[config.mk]
export PLATFORM = sky130hd
export DESIGN_NAME = i2s_frame_controller
export DESIGN_NICKNAME = d
export VERILOG_FILES = /design/src/rtl/i2s_pkg.sv /design/src/rtl/i2s_clock_generator.sv /design/src/rtl/i2s_frame_controller.sv
export SDC_FILE = /design/constraint.sdc
export NUM_CORES = 1
export LEC_CHECK = 0
export CAP_MARGIN = 20
export CORE_ASPECT_RATIO = 2
export CORE_MARGIN = 10
export CORE_UTILIZATION = 30
export DETAILED_ROUTE_END_ITERATION = 10
export HOLD_SLACK_MARGIN = 0.03
export PLACE_DENSITY = 0.62
export SLEW_MARGIN = 0
export SYNTH_ARGS = -nofsm -noshare
export SYNTH_HDL_FRONTEND = slang
export SYNTH_HIERARCHICAL = 1
export SYNTH_SLANG_ARGS = --single-unit
export TNS_END_PERCENT = 10
[constraint.sdc]
create_clock -name i_clock -period 4.55 [get_ports i_clock]
set_clock_uncertainty 0.05 [all_clocks]
set_input_delay 0.91 -clock i_clock [delete_from_list [all_inputs] [get_ports i_clock]]
set_output_delay 0.91 -clock i_clock [all_outputs]
set_load 0.05 [all_outputs]
[src/rtl/i2s_pkg.sv]
// Shared types and defaults for the I2S frame controller.
package i2s_pkg;

    typedef enum logic [1:0] {
        IDLE,
        SETTLE,
        RUN,
        STOP
    } i2s_state_t;

    localparam int DEFAULT_SAMPLE_WIDTH = 24;

endpackage

[src/rtl/i2s_clock_generator.sv]
// BCLK/LRCLK generation for master-mode I2S: divider, bit index within the frame,
// frame-wrap strobe, and a suppressed wrap that parks the clocks at frame end.
module i2s_clock_generator #(
    parameter int CLOCK_DIVIDE     = 8,
    parameter int BITS_PER_CHANNEL = 32
) (
    input  logic i_clock,
    input  logic i_reset,
    input  logic run,
    input  logic stop_at_frame_end,
    output logic bit_clock,
    output logic lr_clock,
    output logic lr_fall,
    output logic stopped
);

    localparam int FRAME_BITS = 2 * BITS_PER_CHANNEL;
    localparam int DIV_W      = $clog2(CLOCK_DIVIDE);
    localparam int IDX_W      = $clog2(FRAME_BITS);

    localparam logic [DIV_W-1:0] DIV_LAST  = DIV_W'(CLOCK_DIVIDE - 1);
    localparam logic [IDX_W-1:0] IDX_LAST  = IDX_W'(FRAME_BITS - 1);
    localparam logic [IDX_W-1:0] IDX_RIGHT = IDX_W'(BITS_PER_CHANNEL);

    logic [DIV_W-1:0] divider;
    logic [IDX_W-1:0] bit_index;
    logic [IDX_W-1:0] next_index;
    logic             fall_edge;

    assign fall_edge  = run && (divider == DIV_LAST) && bit_clock;
    assign next_index = (bit_index == IDX_LAST) ? '0 : bit_index + 1'b1;
    // Last falling edge of the frame while stopping: the wrap to bit 0 never happens.
    assign stopped    = fall_edge && stop_at_frame_end && (bit_index == IDX_LAST);
    assign lr_fall    = fall_edge && !stop_at_frame_end && (bit_index == IDX_LAST);

    always_ff @(posedge i_clock or posedge i_reset) begin
        if (i_reset) begin
            divider   <= '0;
            bit_clock <= 1'b0;
            lr_clock  <= 1'b1;
            bit_index <= IDX_LAST;
        end else if (!run) begin
            divider   <= '0;
            bit_clock <= 1'b0;
            lr_clock  <= 1'b1;
        end else if (divider == DIV_LAST) begin
            divider <= '0;
            if (stopped) begin
                bit_clock <= 1'b0;
                lr_clock  <= 1'b1;
            end else begin
                bit_clock <= !bit_clock;
                if (bit_clock) begin
                    bit_index <= next_index;
                    lr_clock  <= (next_index >= IDX_RIGHT);
                end
            end
        end else begin
            divider <= divider + 1'b1;
        end
    end

endmodule

[src/rtl/i2s_frame_controller.sv]
// Master-mode I2S frame controller: start-up/shutdown sequencing around the clock
// generator and a one-entry left/right sample buffer with sticky overrun.
module i2s_frame_controller
    import i2s_pkg::*;
#(
    parameter int CLOCK_DIVIDE     = 8,
    parameter int BITS_PER_CHANNEL = 32,
    parameter int SAMPLE_WIDTH     = DEFAULT_SAMPLE_WIDTH,
    parameter int SETTLE_FRAMES    = 16
) (
    input  logic                    i_clock,
    input  logic                    i_reset,
    input  logic                    i_enable,
    output logic                    o_codec_bit_clock,
    output logic                    o_codec_lr_clock,
    input  logic [SAMPLE_WIDTH-1:0] i_data_left,
    input  logic [SAMPLE_WIDTH-1:0] i_data_right,
    input  logic                    i_data_valid,
    output logic [SAMPLE_WIDTH-1:0] o_sample_left,
    output logic [SAMPLE_WIDTH-1:0] o_sample_right,
    output logic                    o_sample_valid,
    input  logic                    i_sample_ready,
    output logic                    o_overrun,
    input  logic                    i_overrun_clear,
    output logic                    o_running
);

    localparam int SETTLE_W = $clog2(SETTLE_FRAMES + 2);
    localparam logic [SETTLE_W-1:0] SETTLE_LAST = SETTLE_W'(SETTLE_FRAMES);

    i2s_state_t          state;
    logic [SETTLE_W-1:0] settle_count;
    logic                lr_fall;
    logic                stopped;

    i2s_clock_generator #(
        .CLOCK_DIVIDE     (CLOCK_DIVIDE),
        .BITS_PER_CHANNEL (BITS_PER_CHANNEL)
    ) u_clock_generator (
        .i_clock           (i_clock),
        .i_reset           (i_reset),
        .run               (state != IDLE),
        .stop_at_frame_end (state == STOP),
        .bit_clock         (o_codec_bit_clock),
        .lr_clock          (o_codec_lr_clock),
        .lr_fall           (lr_fall),
        .stopped           (stopped)
    );

    // Settle counts completed frames; the (SETTLE_FRAMES+1)-th wrap enters RUN.
    always_ff @(posedge i_clock or posedge i_reset) begin
        if (i_reset) begin
            state        <= IDLE;
            settle_count <= '0;
            o_running    <= 1'b0;
        end else begin
            case (state)
                IDLE: begin
                    settle_count <= '0;
                    if (i_enable) state <= SETTLE;
                end
                SETTLE: begin
                    if (!i_enable) begin
                        state <= STOP;
                    end else if (lr_fall) begin
                        if (settle_count == SETTLE_LAST) begin
                            state     <= RUN;
                            o_running <= 1'b1;
                        end else begin
                            settle_count <= settle_count + 1'b1;
                        end
                    end
                end
                RUN: begin
                    if (!i_enable) begin
                        state     <= STOP;
                        o_running <= 1'b0;
                    end
                end
                STOP: begin
                    if (stopped) state <= IDLE;
                end
                default: state <= IDLE;
            endcase
        end
    end

    // Handshake: a sample moves downstream on every cycle where o_sample_valid and
    // i_sample_ready are both high; o_sample_valid never drops without that handshake
    // (or reset), and the buffered words stay stable while it is high.
    logic handoff;
    logic accept;
    logic take;

    assign take    = o_sample_valid && i_sample_ready;
    assign handoff = (state == RUN) && i_data_valid;
    assign accept  = handoff && (!o_sample_valid || i_sample_ready);

    always_ff @(posedge i_clock or posedge i_reset) begin
        if (i_reset) begin
            o_sample_left  <= '0;
            o_sample_right <= '0;
            o_sample_valid <= 1'b0;
            o_overrun      <= 1'b0;
        end else begin
            if (accept) begin
                o_sample_left  <= i_data_left;
                o_sample_right <= i_data_right;
                o_sample_valid <= 1'b1;
            end else if (take) begin
                o_sample_valid <= 1'b0;
            end
            if (handoff && !accept) begin
                o_overrun <= 1'b1;
            end else if (i_overrun_clear) begin
                o_overrun <= 1'b0;
            end
        end
    end

endmodule

Yosys cells after proc, flatten, opt, wreduce, memory -nomap -nowiden
Index checks and enable logic that the tools add are counted.

Memories: 0. ROM bits: 0. Bits in latches: 0. Input bits: 54. Register bits: 69. Logic and storage cells: 89. Bits in writable memories: 0. Output and inout port bits: 53.

Reduce and logical (&&, ||, !) cells: 26. Add/sub/neg operators: 3. Div/mod/pow operators: 0. Shifts and indexed selects: 0. $lt $le $gt $ge: 1. Bitwise operators: 1. Multiply operators: 0. Mux-type cells: 30. Equality and inequality tests: 17.

Operators by type and width (number): $ne A2 B2 Y1 const B (8); $mux W1 (15); $mux W5 (3); $mux W2 (6); $logic_and A1 B1 Y1 (10); $pmux W5 S2 (1); $reduce_and A5 Y1 (2); $reduce_bool A2 Y1 (5); $ne A3 B3 Y1 const B (3); $pmux W2 S4 (1); $reduce_and A4 Y1 (2); $add A6 B1 Y6 const B (1); $eq A6 B6 Y1 const B (1); $ge A6 B6 Y1 const B (1); $mux W3 (2); $mux W6 (1); $add A5 B1 Y5 const B (1); $eq A5 B5 Y1 const B (1); $eq A2 B2 Y1 const B (2); $logic_not A1 Y1 (4); $add A3 B1 Y3 const B (1); $eq A3 B3 Y1 const B (1); $eq A2 B1 Y1 const B (1); $logic_not A2 Y1 (1); 4 further kinds (4).

Depth between registers and ports, before layout
Gate-level depths: netlist of run 1.

Word-level depth: 8. Gate-level depth with buffers: 9. Mapped depth without buffers: 9.

By module
Netlist of run 1, hierarchy kept.

Modules (own cells, without submodules): i2s_frame_controller (sequential area each 1451.4 um^2, area an instance 2411.1 um^2, cells an instance 173, instances 1); i2s_clock_generator (sequential area each 284.0 um^2, area an instance 574.3 um^2, cells an instance 49, instances 1).

Worst setup path after synthesis of run 1
Ideal clock, no wire load.

Path kind: register to register. Start point: reg u_clock_generator.bit_index[0]. End point: reg state[0]. Slack: 2273 ps. Period minus slack after synthesis: 2277 ps. Setup time: 126 ps. Stages on the path, launching flop included: 7. Arrival: 2101 ps. Buffers on the path: 0. Required time: 4374 ps. Cells stage by stage: dfstp_2 > ha_1 > and3_1 > nor3b_1 > nand2_1 > a31o_1 > a221o_1.

Word-level cells in the longest chain between the ends: 4. Elaborated cells on any way between the ends: 6. Those cells by class: eq/ne (3); reduce/logical (3).

Ends and longest elaborated chain: start, declared (line i2s_clock_generator.sv:26) `logic [IDX_W-1:0] bit_index;`; start signal, assigned (line i2s_clock_generator.sv:54) `bit_index <= next_index;`; $eq A6 B6 Y1 (line i2s_clock_generator.sv:34) `assign lr_fall = fall_edge && !stop_at_frame_end && (bit_index == IDX_LAST);`; $logic_and A1 B1 Y1 (line i2s_clock_generator.sv:34); net lr_fall (line i2s_frame_controller.sv:33) `logic lr_fall;`; $ne A3 B3 Y1 (no line); $reduce_and A5 Y1 (no line); end signal, assigned (line i2s_frame_controller.sv:53) `state <= IDLE;`; end signal, assigned (line i2s_frame_controller.sv:60) `if (i_enable) state <= SETTLE;`; end signal, assigned (line i2s_frame_controller.sv:64) `state <= STOP;`; end, declared (line i2s_frame_controller.sv:31) `i2s_state_t state;`.

The timed path passes the listed nets, and every way through them passes these cells. A chain may end at the register's enable or synchronous reset.

Worst setup path after layout of run 1
Start point: in i_sample_ready. End point: reg o_sample_right[1].

Word-level cells in the longest chain between the ends: 2.

Ends and longest elaborated chain: start, declared (line i2s_frame_controller.sv:22) `input logic i_sample_ready,`; $logic_or A1 B1 Y1 (line i2s_frame_controller.sv:97) `assign accept = handoff && (!o_sample_valid || i_sample_ready);`; $logic_and A1 B1 Y1 (line i2s_frame_controller.sv:97); end signal, assigned (line i2s_frame_controller.sv:108) `o_sample_right <= i_data_right;`; end, declared (line i2s_frame_controller.sv:20) `output logic [SAMPLE_WIDTH-1:0] o_sample_right,`.

Every way passes these cells.

==> impl_metrics.env, run 1 <==
export IMPL_status="completed"
export IMPL_die_x_um=90.5
export IMPL_fin_crit_sh=0.622
export IMPL_initial_core_util=0.306
export IMPL_drc=0
export IMPL_post_cts_buffers=0
export IMPL_antenna_found_initial=0
export IMPL_portBuffers=106
export IMPL_cts_buffers=9
export IMPL_total_power_w=0.00375
export IMPL_powerDensity_nw_per_um2=820
export IMPL_die_h_um=161
export IMPL_synth_most_common_cell="dfrtp_1"
export IMPL_clkPwrFrac=0.234
export IMPL_drv_cap=0
export IMPL_synth_edf_count=0
export IMPL_firstDrtPassIters=4
export IMPL_r2r_start="u_clock_generator/bit_index[0]"
export IMPL_yosysTopAreaCell="dfrtp_1"
export IMPL_r2r_end="state[0]"
export IMPL_reg2reg_depth=6
export IMPL_synth_area_leaders="dfrtp_1 52%, mux2_2 19%, dfstp_2 6.2%"
export IMPL_path_max_fanout=28
export IMPL_first_global_vias=2351
export IMPL_setup_viol=0
export IMPL_max_freq_mhz=353
export IMPL_p_int_w=0.00220
export IMPL_power_switching_w=0.00155
export IMPL_cp_arrival_ns=2.98
export IMPL_ys_seq_area_frac=0.581
export IMPL_htree_levels=3
export IMPL_yosys_warnings=6
export IMPL_cp_cell_sequence="clkdlybuf4s50_1 -> nand2b_1 -> nor2b_4 -> buf_4 -> mux2_2"
export IMPL_post_drt_via_cell_ratio=4.53
export IMPL_r2r_setup_slack_ns=1.85
export IMPL_relSlewSlack=0.462
export IMPL_clk_pin_slew_worst_paths_ns=0.05
export IMPL_synth_common_cells="62 x dfrtp_1, 50 x mux2_2, 14 x inv_1"
export IMPL_syn_cell_area_sq_um=2990
export IMPL_min_period_ns=2.83
export IMPL_die_area_sq_um=14600
export IMPL_syn_inst=222
export IMPL_swShare=0.414
export IMPL_syn_nets=286
export IMPL_ant_nets=0
export IMPL_worst_setup_path_type="input port to register"
export IMPL_wl_per_cell_um=16.5
export IMPL_synth_area_per_cell_sq_um=13.4
export IMPL_dp_hpwl_um=6150
export IMPL_tns_ns=0
export IMPL_holdPathStages=1
export IMPL_num_rows=51
export IMPL_worstSetupEndpointType="register"
export IMPL_seqPwrFrac=0.268
export IMPL_cts_tree="built"
export IMPL_synth_async_reset_ratio=1.00
export IMPL_combPwrFrac=0.498
export IMPL_max_stage_delay_ns=0.69
export IMPL_diodes=0
export IMPL_synth_top_flop_cell="dfrtp_1"
export IMPL_clock_sinks=69
export IMPL_irDropWorstVdd_mv=0.449
export IMPL_fill_cells=919
export IMPL_drt_initial_drc_count=54
export IMPL_ys_ff_latch=69
export IMPL_clk_latency_ns=0.32
export IMPL_postCtsResizedCells=0
export IMPL_yosysUniqueCellTypes=35
export IMPL_gp_congestion=0.782
export IMPL_path_delay_family="buffers and inverters"
export IMPL_hold_viol=0
export IMPL_min_path_type="register to register"
export IMPL_wl_met3_um=398
export IMPL_core_area_sq_um=9760
export IMPL_ctsHoldBuffers=0
export IMPL_top_layer="met4"
export IMPL_crit_path_start_kind="input port"
export IMPL_final_nets=398
export IMPL_clockRootBuffer="clkbuf_16"
export IMPL_crit_buf_inv=2
export IMPL_hp_start="u_clock_generator/divider[0]"
export IMPL_slew_viol_final=0
export IMPL_netlist_area_leader_share=0.520
export IMPL_crit_slowest_cell="nor2b_4"
export IMPL_grt_pass1_wl_um=12600
export IMPL_drt_wl_total_um=7760
export IMPL_rsz0062_at_grt="false"
export IMPL_grt_usage=0.110
export IMPL_grt_overflow_total=0
export IMPL_routed_via_count=2135
export IMPL_cts_path_max_buffers=2
export IMPL_crit_required_ns=4.70
export IMPL_wl_met1_um=2530
export IMPL_tightest_slew_ns=0.805
export IMPL_p_leak_nw=1.90
export IMPL_io_pins=107
export IMPL_synthToLayoutAreaGrowth_pct=53.2
export IMPL_worstHoldEndpoint="u_clock_generator/divider[0]"
export IMPL_drive_gt1_frac=0.236
export IMPL_met2WireLength_um=4650
export IMPL_grt_max_degree=34
-- per-stage QoR --
step / area [sq um] / setup WS, ns / hold WS [ns] / cells / utilization
2_1_floorplan: 2990 / 2.16 / 0.358 / 222 / -
3_3_place_gp: 4190 / 1.40 / 0.369 / 455 / 0.429
3_5_place_dp: 4190 / 1.35 / 0.380 / 455 / 0.429
4_1_cts: 4570 / 1.70 / 0.389 / 471 / 0.468
5_1_grt: 4570 / 1.58 / 0.417 / 471 / 0.468
6_report: 4570 / 1.72 / 0.383 / 471 / 0.468
-- cells by family after synthesis --
| logic type | synth area share |
|---|---|
| compound gates | 0.0587 |
| xor+xnor | 0.0117 |
| fa+ha+maj | 0.0419 |
| buf+inv | 0.0319 |
| flops | 0.581 |
| mux | 0.192 |
| simple gates | 0.0826 |
-- registers in the layout, summed over array words and instances, names as in the netlist --
| register | flops |
|---|---|
| settle_count | 5 |
| u_clock_generator/bit_clock | 1 |
| u_clock_generator/bit_index | 6 |
| o_sample_right | 24 |
| o_sample_valid | 1 |
| o_overrun | 1 |
| o_sample_left | 24 |
| u_clock_generator/lr_clock | 1 |
| state | 2 |
| u_clock_generator/divider | 3 |
| o_running | 1 |
-- power groups by stage --
stage | clock network (W) | registers (W) | logic, W
after global placement | 0 | 0.00102 | 0.00187
after CTS | 0.000903 | 0.00101 | 0.00189
final | 0.000878 | 0.00101 | 0.00187
after detailed placement | 0 | 0.00102 | 0.00189
after floorplan | 0 | 0.00180 | 0.000461
after global routing | 0.000927 | 0.00105 | 0.00196
-- cells in the final DEF, fill, tap and decap left out, types with 2 or more instances in the layout --
cell type | Yosys | layout
a21oi_1 | 8 | 8
or3_1 | 2 | 2
nor2_1 | 5 | 5
mux2_2 | 50 | 50
a211oi_1 | 2 | 2
bufinv_16 | 0 | 4
clkdlybuf4s50_1 | 0 | 106
nor3b_1 | 3 | 3
nor3_1 | 3 | 3
xnor2_1 | 4 | 4
dfstp_2 | 7 | 7
and3_1 | 2 | 2
o221ai_1 | 2 | 2
nand4_1 | 3 | 3
inv_1 | 14 | 13
buf_4 | 3 | 2
clkbuf_16 | 0 | 9
nand2_1 | 13 | 13
clkbuf_8 | 0 | 2
o21ai_0 | 7 | 7
nand2b_1 | 2 | 2
ha_1 | 10 | 10
nand3_1 | 2 | 2
dfrtp_1 | 62 | 62
-- worst max path at each step --
stage                                    to            from  slack (ns)  depth (start not counted)
after floorplan                   o_overrun         i_reset        2.16                          1
after global placement    o_sample_right[4]  i_sample_ready        1.40                          5
after detailed placement  o_sample_right[1]  i_sample_ready        1.35                          5
after CTS                 o_sample_right[1]  i_sample_ready        1.70                          5
after global routing      o_sample_left[12]  i_sample_ready        1.58                          5
final                     o_sample_right[1]  i_sample_ready        1.72                          5
-- routing by layer --
metal / vias to the layer above / GRT usage
met5: - / 0
met2: 49 / 0.214
met1: 1064 / 0.0983
met3: 12 / 0.0348
li1: 1010 / -
met4: 0 / 0.0524
-- cell type report --
| cell class | instances | area [sq um] | area share |
|---|---|---|---|
| sequential | 69 | 1740 | 0.379 |
| multi-input combinational | 132 | 1160 | 0.254 |
| timing repair buffer | 108 | 1080 | 0.235 |
| clock buffer | 11 | 253 | 0.0553 |
| tap | 132 | 165 | 0.0361 |
| clock inverter | 5 | 129 | 0.0282 |
| inverter | 14 | 52.6 | 0.0115 |
Power figures use the tool's default switching activity.
==> run 2: changes to the inputs <==
--- a/config.mk
+++ b/config.mk
@@ -11,7 +11,7 @@
 export CORE_UTILIZATION = 30
 export DETAILED_ROUTE_END_ITERATION = 10
 export HOLD_SLACK_MARGIN = 0.03
-export PLACE_DENSITY = 0.62
+export PLACE_DENSITY = 0.65
 export SLEW_MARGIN = 0
 export SYNTH_ARGS = -nofsm -noshare
 export SYNTH_HDL_FRONTEND = slang
==> constraint.sdc (replaced) <==
create_clock -name i_clock -period 2.5 [get_ports i_clock]
set_clock_uncertainty 0.05 [all_clocks]
set_input_delay 0.5 -clock i_clock [delete_from_list [all_inputs] [get_ports i_clock]]
set_output_delay 0.5 -clock i_clock [all_outputs]
set_load 0.05 [all_outputs]
==> run 2 against run 1 <==
Effect of this change:
- cell count increased by 0.42%
- critical path type is now register to register
- critical endpoint is now state[0]
- largest power group unchanged
- core utilization shrank 0.44 points
- sequential share of layout area increased by 0.36 points
- combinational power is 83% higher
- hold slack lost 0.00076 ns
- sequential power grew 80%
- sequential cell count unchanged
==> impl_metrics.env, run 2 (synthesis gave the netlist of run 1 again) <==
export IMPL_powerDensity_nw_per_um2=1440
export IMPL_dp_slack_ns=0.255
export IMPL_p_leak_nw=1.88
export IMPL_ctsHoldBuffers=0
export IMPL_stdcell_count=473
export IMPL_power_switching_w=0.00280
export IMPL_drt_initial_drc_count=81
export IMPL_post_drt_via_cell_ratio=4.54
export IMPL_grt_pass1_wl_um=12300
export IMPL_p_int_w=0.00371
export IMPL_clk_latency_ns=0.32
export IMPL_drv_cap=0
export IMPL_ant_nets=0
export IMPL_cp_cell_sequence="inv_1 -> ha_1 -> inv_1 -> nand3_4 -> nor3b_1 -> buf_4 -> nand2_1 -> a31o_1 -> a221o_1"
export IMPL_gp_congestion=0.769
export IMPL_combPwrFrac=0.527
export IMPL_dp_cells=457
export IMPL_initial_core_util=0.306
export IMPL_dp_hpwl_um=6000
export IMPL_crit_slowest_cell="dfrtp_1"
export IMPL_finish_instance_area_sq_um=4530
export IMPL_total_power_w=0.00651
export IMPL_setup_viol=0
export IMPL_path_max_fanout=7
export IMPL_clockRootBuffer="clkbuf_16"
export IMPL_path_delay_family="compound AO/OA/AOI/OAI gates"
export IMPL_fin_crit_sh=0.903
export IMPL_crit_buf_inv=3
export IMPL_drc=0
export IMPL_die_area_sq_um=14600
export IMPL_wl_per_cell_um=16.2
export IMPL_worst_setup_path_type="register to register"
export IMPL_swShare=0.430
export IMPL_slew_viol_final=0
export IMPL_synthToLayoutAreaGrowth_pct=51.8
export IMPL_die_x_um=90.5
export IMPL_min_period_ns=2.26
export IMPL_relSlewSlack=0.628
export IMPL_io_pins=107
export IMPL_hold_viol=0
export IMPL_grt_overflow_total=0
export IMPL_routed_via_count=2149
export IMPL_post_cts_buffers=0
export IMPL_irDropWorstVdd_mv=0.736
export IMPL_portBuffers=106
export IMPL_grt_usage=0.106
export IMPL_num_rows=51
export IMPL_crit_top_cell="inv_1"
export IMPL_cts_buffers=9
export IMPL_grt_max_degree=49
export IMPL_cp_arrival_ns=2.41
export IMPL_cts_tree="built"
export IMPL_core_area_sq_um=9760
export IMPL_worstSetupEndpointType="register"
export IMPL_cts_path_max_buffers=2
export IMPL_seqPwrFrac=0.279
export IMPL_final_common_cell="clkdlybuf4s50_1"
export IMPL_drt_wl_total_um=7660
export IMPL_layout_cells_most_common_list="106 x clkdlybuf4s50_1, 62 x dfrtp_1, 50 x mux2_2"
export IMPL_reg_top3="o_sample_left x24, o_sample_right x24, u_clock_generator/bit_index x6"
export IMPL_diodes=0
export IMPL_place_area_sq_um=4230
export IMPL_min_path_type="register to register"
export IMPL_htree_levels=3
export IMPL_layout_setup_ws_ns=0.242
export IMPL_clk_pin_slew_worst_paths_ns=0.05
export IMPL_max_freq_mhz=443
export IMPL_crit_required_ns=2.65
export IMPL_crit_path_start_kind="register"
export IMPL_antenna_found_initial=0
export IMPL_tns_ns=0
export IMPL_postCtsResizedCells=0
export IMPL_drive_gt1_frac=0.232
export IMPL_die_h_um=161
export IMPL_first_global_vias=2293
export IMPL_firstDrtPassIters=4
export IMPL_max_stage_delay_ns=0.42
export IMPL_clkPwrFrac=0.194
export IMPL_clock_sinks=69
export IMPL_tightest_slew_ns=0.557
export IMPL_final_nets=400
export IMPL_status="completed"
export IMPL_rsz0062_at_grt="false"
run 2: cell count changes in the layout (fill, tap and decap cells not counted):
cell / previous run / this run
clkbuf_1: 0 / 3
bufinv_16: 4 / 1
inv_6: 1 / 0
buf_12: 0 / 2
clkinv_2: 0 / 1
run 2: worst paths after layout:
kind                                              start                           end  slack, ns  depth (start not counted)
setup / recovery                               state[0]                      state[0]       0.24                          9
max in group asynchronous                       i_reset             o_sample_left[20]       1.33                          3
min in group asynchronous                       i_reset             o_sample_left[13]       0.49                          2
hold / removal             u_clock_generator/divider[0]  u_clock_generator/divider[0]       0.38                          1
setup reg to reg                               state[0]                      state[0]       0.24                          9
hold reg to reg            u_clock_generator/divider[0]  u_clock_generator/divider[0]       0.38                          1
run 2: layout make-up:
class,count,area (sq um)
tap,132,165
sequential,69,1740
inverter,14,52.6
clock inverter,2,35.0
timing repair buffer,110,1120
clock buffer,14,264
multi-input combinational,132,1160
fill,905,5230
run 2: stage by stage:
| stage | hold WS [ns] | util |
|---|---|---|
| 2_1_floorplan | 0.297 | - |
| 3_3_place_gp | 0.369 | 0.433 |
| 3_5_place_dp | 0.376 | 0.433 |
| 4_1_cts | 0.382 | 0.464 |
| 5_1_grt | 0.395 | 0.464 |
| 6_report | 0.383 | 0.464 |
run 2: routing by layer:
layer	GRT usage	share of wire
met3	0.0390	0.072
met2	0.194	0.56
met4	0.0371	0.0093
met1	0.107	0.35
met5	0	0
run 2: power by group through the flow:
stage / logic, W / registers (W) / clock network, W
after floorplan: 0.000839 / 0.00328 / 0
after global placement: 0.00345 / 0.00182 / 0
after detailed placement: 0.00348 / 0.00184 / 0
after CTS: 0.00349 / 0.00182 / 0.00131
after global routing: 0.00361 / 0.00188 / 0.00136
final: 0.00343 / 0.00182 / 0.00126
